<file path="src/rtl/display_mux.sv">
// 4-digit multiplexed 7-segment driver with a sequential binary-to-BCD converter.
module display_mux #(
  parameter int unsigned SCAN_P = 4
) (
  input  logic        clk,
  input  logic        rst,
  input  logic [13:0] valor,
  input  logic        carregar,
  input  logic [3:0]  pontos,
  input  logic        apagar_zeros,
  output logic        ocupado,
  output logic [3:0]  hex_en,
  output logic [7:0]  hex_led
);

  localparam int unsigned VAL_W  = 14;
  localparam int unsigned BCD_W  = 16;
  localparam int unsigned SH_W   = 4;
  localparam int unsigned CNT_W  = 8;
  localparam logic [VAL_W-1:0] MAX_VAL    = VAL_W'(9999);
  localparam logic [SH_W-1:0]  LAST_SHIFT = SH_W'(VAL_W - 1);
  localparam logic [CNT_W-1:0] LAST_SLOT  = CNT_W'(SCAN_P - 1);

  typedef enum logic {S_IDLE, S_SHIFT} state_t;

  state_t             state, state_nx;
  logic [VAL_W-1:0]   bin, bin_nx;
  logic [BCD_W-1:0]   bcd, bcd_nx;
  logic [SH_W-1:0]    shcnt, shcnt_nx;
  logic [3:0]         pts_lat, pts_lat_nx;
  logic [BCD_W-1:0]   digits, digits_nx;
  logic [3:0]         pts_disp, pts_disp_nx;
  logic               ocupado_nx;

  logic [CNT_W-1:0]   slot, slot_nx;
  logic [1:0]         idx, idx_nx;
  logic [3:0]         hex_en_nx;
  logic [7:0]         hex_led_nx;

  // Seven-segment pattern A..G for a BCD digit
  function automatic logic [6:0] seg7(input logic [3:0] d);
    case (d)
      4'd0:    seg7 = 7'b1111110;
      4'd1:    seg7 = 7'b0110000;
      4'd2:    seg7 = 7'b1101101;
      4'd3:    seg7 = 7'b1111001;
      4'd4:    seg7 = 7'b0110011;
      4'd5:    seg7 = 7'b1011011;
      4'd6:    seg7 = 7'b1011111;
      4'd7:    seg7 = 7'b1110000;
      4'd8:    seg7 = 7'b1111111;
      4'd9:    seg7 = 7'b1111011;
      default: seg7 = 7'b0000000;
    endcase
  endfunction

  // State and datapath registers; reset aborts any conversion in flight
  always_ff @(posedge clk or negedge rst) begin
    if (!rst) begin
      state    <= S_IDLE;
      bin      <= '0;
      bcd      <= '0;
      shcnt    <= '0;
      pts_lat  <= '0;
      digits   <= '0;
      pts_disp <= '0;
      ocupado  <= 1'b0;
      slot     <= '0;
      idx      <= '0;
      hex_en   <= '0;
      hex_led  <= '0;
    end else begin
      state    <= state_nx;
      bin      <= bin_nx;
      bcd      <= bcd_nx;
      shcnt    <= shcnt_nx;
      pts_lat  <= pts_lat_nx;
      digits   <= digits_nx;
      pts_disp <= pts_disp_nx;
      ocupado  <= ocupado_nx;
      slot     <= slot_nx;
      idx      <= idx_nx;
      hex_en   <= hex_en_nx;
      hex_led  <= hex_led_nx;
    end
  end

  // Conversion FSM: load, then 14 add-3/shift steps; display updates on the last one
  always_comb begin
    logic [BCD_W-1:0] adj;
    state_nx    = state;
    bin_nx      = bin;
    bcd_nx      = bcd;
    shcnt_nx    = shcnt;
    pts_lat_nx  = pts_lat;
    digits_nx   = digits;
    pts_disp_nx = pts_disp;
    ocupado_nx  = 1'b0;
    adj         = bcd;
    for (int i = 0; i < 4; i++) begin
      if (bcd[i*4 +: 4] >= 4'd5) adj[i*4 +: 4] = bcd[i*4 +: 4] + 4'd3;
    end
    case (state)
      S_IDLE: begin
        if (carregar) begin
          bin_nx     = (valor > MAX_VAL) ? MAX_VAL : valor;
          bcd_nx     = '0;
          shcnt_nx   = '0;
          pts_lat_nx = pontos;
          ocupado_nx = 1'b1;
          state_nx   = S_SHIFT;
        end
      end
      S_SHIFT: begin
        bcd_nx     = {adj[BCD_W-2:0], bin[VAL_W-1]};
        bin_nx     = {bin[VAL_W-2:0], 1'b0};
        shcnt_nx   = shcnt + SH_W'(1);
        ocupado_nx = 1'b1;
        if (shcnt == LAST_SHIFT) begin
          digits_nx   = {adj[BCD_W-2:0], bin[VAL_W-1]};
          pts_disp_nx = pts_lat;
          ocupado_nx  = 1'b0;
          state_nx    = S_IDLE;
        end
      end
      default: state_nx = S_IDLE;
    endcase
  end

  // Scan counters and next output pattern; outputs reflect the post-edge slot position
  always_comb begin
    logic [3:0] cur;
    logic [3:0] blank;
    slot_nx = (slot == LAST_SLOT) ? '0 : slot + CNT_W'(1);
    idx_nx  = (slot == LAST_SLOT) ? idx + 2'd1 : idx;
    cur     = digits[{idx_nx, 2'b00} +: 4];
    blank[3] = apagar_zeros && (digits[15:12] == 4'd0);
    blank[2] = blank[3] && (digits[11:8] == 4'd0);
    blank[1] = blank[2] && (digits[7:4] == 4'd0);
    blank[0] = 1'b0;
    hex_en_nx  = '0;
    hex_led_nx = '0;
    if (slot_nx != '0) begin
      hex_en_nx  = 4'b0001 << idx_nx;
      hex_led_nx = {(blank[idx_nx] ? 7'b0000000 : seg7(cur)), pts_disp[idx_nx]};
    end
  end

endmodule

</file>
<file path="config.mk">
export PLATFORM = sky130hd
export DESIGN_NAME = display_mux
export DESIGN_NICKNAME = d
export VERILOG_FILES = /design/src/rtl/display_mux.sv
export SDC_FILE = /design/constraint.sdc
export NUM_CORES = 1
export LEC_CHECK = 0
export CORE_ASPECT_RATIO = 0.75
export CORE_MARGIN = 2
export CORE_UTILIZATION = 45
export CTS_CLUSTER_DIAMETER = 40
export DETAILED_ROUTE_END_ITERATION = 16
export DONT_BUFFER_PORTS = 1
export GPL_ROUTABILITY_DRIVEN = 1
export GPL_TIMING_DRIVEN = 1
export PLACE_DENSITY = 0.71
export SETUP_SLACK_MARGIN = 0.05
export SLEW_MARGIN = 10
export SYNTH_ARGS = -nofsm -noshare
export SYNTH_HDL_FRONTEND = slang
export SYNTH_SLANG_ARGS = --single-unit
</file>
<file path="constraint.sdc">
create_clock -name clk -period 6.06 [get_ports clk]
set_input_delay 0.909 -clock clk [delete_from_list [all_inputs] [get_ports clk]]
set_output_delay 0.909 -clock clk [all_outputs]
set_load 0.05 [all_outputs]
</file>
==> summary.md <==
| Metric | Value |
|---|---|
| Status | `finished clean` |
| Routability Congestion | `0.9342` |
| Post-CTS Setup Inserts | `0` |
| DR vias | `between 3,000 and 4,000` |
| Initial core utilization | `46.20%` |
| DR top layer | `met4` |
| Power Density | `a little under 500 mW/mm2` |
| F_max | `between 300 and 400 MHz` |
| Area fraction of the dominant cell type after synthesis | `between 40% and 50%` |
| Fin crit share | `54.01%` |
| Worst Hold Class | `in2async` |
| Post-Syn Area per Cell | `9.982 um2` |
| Largest family of logic cells by synthesized area | `simple AND/OR/NAND/NOR gates` |
| Gr ovfl total | `0` |
| Row Count | `31` |
| Drt pass-1 iters | `6` |
| DR iter-0 viols | `244` |
| Final Setup Violations | `0` |
| Clk buf depth | `2` |
| Cell with the most instances after synthesis | `dfrtp_1` |
| CTS HTree Levels | `3` |
| Clk slew on worst S/H paths | `0.06 ns` |
| Core Area | `0.009658 mm2` |
| Data arrival, critical path | `around 3.5 ns` |
| Worst Tran Pin Value | `0.9450 ns` |
| Antenna-violating nets left | `0` |
| First-pass GRT wire length | `15,320 um` |
| Logic pwr share | `33.8%` |
| Asr flop ratio synth | `100.0%` |
| Top cells by area, synth | `dfrtp_1 45%, ha_1 4.8%, mux2_2 4.5%, nand2_1 3.9%, o21ai_0 3.8%` |
| Tot GR Track Use | `a little under a fifth` |
| Top Ports | `35` |
| Yosys warning total | `0` |
| Pins Over Slew Limit | `0` |
| CP startpoint kind | `flop` |
| Remaining DRCs | `0` |
| Seq/Total Area, Yosys | `approximately 45%` |
| Routed length per instance | `15.57 um` |
| LEAKAGE | `roughly 2.1 nW` |
| Met3 WL | `~520 um` |
| CP Capture Type | `flop` |
| Final Hold Fails | `0` |
| Period minus WS final | `approximately 3.3 ns` |
| Crit path max fanout | `11` |
| Internal | `0.001430 W` |
| TritonCTS clock tree | `built` |
| Cell taking the most area after synthesis | `dfrtp_1` |
| Max-slew headroom | `~37%` |
| Synthesized area | `0.004462 mm2` |
| Largest net degree at the start of global routing | `82` |
| Max-Cap Viols | `0` |
| CTS hold repair buffers | `0` |
| Die X-Extent | `119.0 um` |
| Setup TNS | `0 ns` |
| Port bufs | `0` |
| Post-synthesis mux area share | `6.842%` |
| Net Sw Frac | `38.71%` |
| Met2 wire len | `3858 um` |
| Post-DP HPWL | `about 6300 um` |
| Final wirelength | `8939 um` |
| Vias/cell | `5.739` |
| WS Path Type | `reg2reg` |
| Worst path required time | `around 6.3 ns` |
| Layout area overhead | `7.347%` |
| EDFF count, synth | `0` |
| Inserted Diodes | `0` |
| Syn Nets | `486` |
| Seq cells post-synth | `81` |
| Synth Area in Adders | `about 5%` |
| Clk_skew | `0.003362 ns` |
| Initial antenna violation count | `0` |
| Psw | `0.0009030 W` |
| Synth cell count leaders | `81 x dfrtp_1, 46 x nand2_1, 34 x o21ai_0` |
| Most used DFF post-synth | `dfrtp_1` |
| Layout Nets | `roughly 480` |
| Full die area | `0.01074 mm2` |
| Post-synthesis cell type count | `63` |
| Unrepaired setup endpoints after global routing | `false` |
| Synth Area in Compound Gates | `15.56%` |
| Die Y | `90.24 um` |
| Met1 Wirelength | `4461 um` |
| Vias in the first global route | `3,107` |
| Root buffer cell | `clkbuf_16` |
| Layout cell share with drive strength beyond 1 | `12.67%` |
| Clk sinks | `81` |
| Power consumption | `roughly 0.0023 W` |
| CTS Buf Count | `9` |
| Seq pwr share | `44.1%` |
| Maximum vdd drop | `~0.28 mV` |
| Fill cells | `873` |
| Cells after Synth | `~450` |
| Clock share of power | `about 22%` |
| Synth Area in XOR/XNOR | `2.916%` |
| Gates resized, CTS repair | `0` |
| Skew-Pair Late Insertion Delay | `about 0.34 ns` |
| Synth Area in Simple Gates | `19.74%` |
==> metrics by stage <==
| stage | area (um2) | std cells | hold slack (ns) | util, % | setup slack [ns] |
|---|---|---|---|---|---|
| 2_1_floorplan | 4462 | 447 | 0.4455 | - | 3.089 |
| 3_3_place_gp | 4506 | 558 | 0.4507 | 46.65 | 2.936 |
| 3_5_place_dp | 4506 | 558 | 0.4650 | 46.65 | 2.825 |
| 4_1_cts | 4790 | 574 | 0.2497 | 49.59 | 2.819 |
| 5_1_grt | 4790 | 574 | 0.2414 | 49.59 | 2.495 |
| 6_report | 4790 | 574 | 0.2627 | 49.59 | 2.787 |
==> layout by cell type, fill, tap and decap left out, types with 12 or more instances in the layout <==
master	Yosys	layout
o21ai_0	34	34
nand2b_1	16	16
ha_1	17	17
a21oi_1	24	24
inv_1	14	14
dfrtp_1	81	80
mux2_2	18	18
a211oi_1	12	12
nand2_1	46	46
nor2_1	21	21
==> worst max-delay path: stages, from the launching register on <==
cell,delay [ns]
dfrtp_1,0.42
ha_1,0.28
nor4b_2,0.80
a211oi_1,0.20
nor4_2,0.38
and2_2,0.27
clkinv_1,0.16
ha_1,0.22
nor3_1,0.19
o21ai_1,0.12
a21oi_1,0.16
==> layer usage <==
metal	GRT usage, %	up-vias
met3	5.711	10
met4	6.647	0
met2	25.34	72
met1	26.04	1630
met5	0	-
li1	-	1582
==> power by group through the flow <==
stage	logic (W)	clock network, W	registers (W)
2_1_floorplan	0.000678	0	0.000962
3_3_place_gp	0.000756	0	0.00103
3_5_place_dp	0.000792	0	0.00103
4_1_cts	0.000796	0.000529	0.00103
5_1_grt	0.000906	0.000553	0.00106
6_report	0.000789	0.000516	0.00103
==> area by class of cell <==
| cell class | instances | area (um2) | area share (%) |
|---|---|---|---|
| clock buffer | 13 | 260.3 | 5.434 |
| multi-input combinational | 327 | 2233 | 46.63 |
| tap | 132 | 165.2 | 3.448 |
| clock inverter | 3 | 23.77 | 0.4963 |
| inverter | 15 | 56.30 | 1.176 |
| timing repair buffer | 3 | 22.52 | 0.4702 |
| sequential | 81 | 2028 | 42.35 |
==> state kept, by name, indices dropped and copies added, names as in the netlist <==
name and cells:
pts_lat 4, bcd 16, idx 2, hex_led 8
state 1, pts_disp 4, shcnt 4, hex_en 4
slot 8, digits 16, bin 14
==> cells by family after synthesis <==
logic type,Yosys count
compound gates,110
fa+ha+maj,18
buf+inv,39
xor+xnor,14
simple gates,158
flops,81
mux,27
==> final timing paths <==
path / end / from / slack (ns) / cells after the start
hold reg to reg: bin[6] / bin[5] / 0.48 / 2
max in group asynchronous: state / rst / 5.64 / 0
setup reg to reg: hex_led[4] / slot[0] / 2.79 / 10
setup / recovery: hex_led[4] / slot[0] / 2.79 / 10
hold / removal: hex_led[5] / rst / 0.26 / 0
min in group clk: bin[6] / bin[5] / 0.48 / 2
Note: power is estimated with default switching activity, not from simulation.
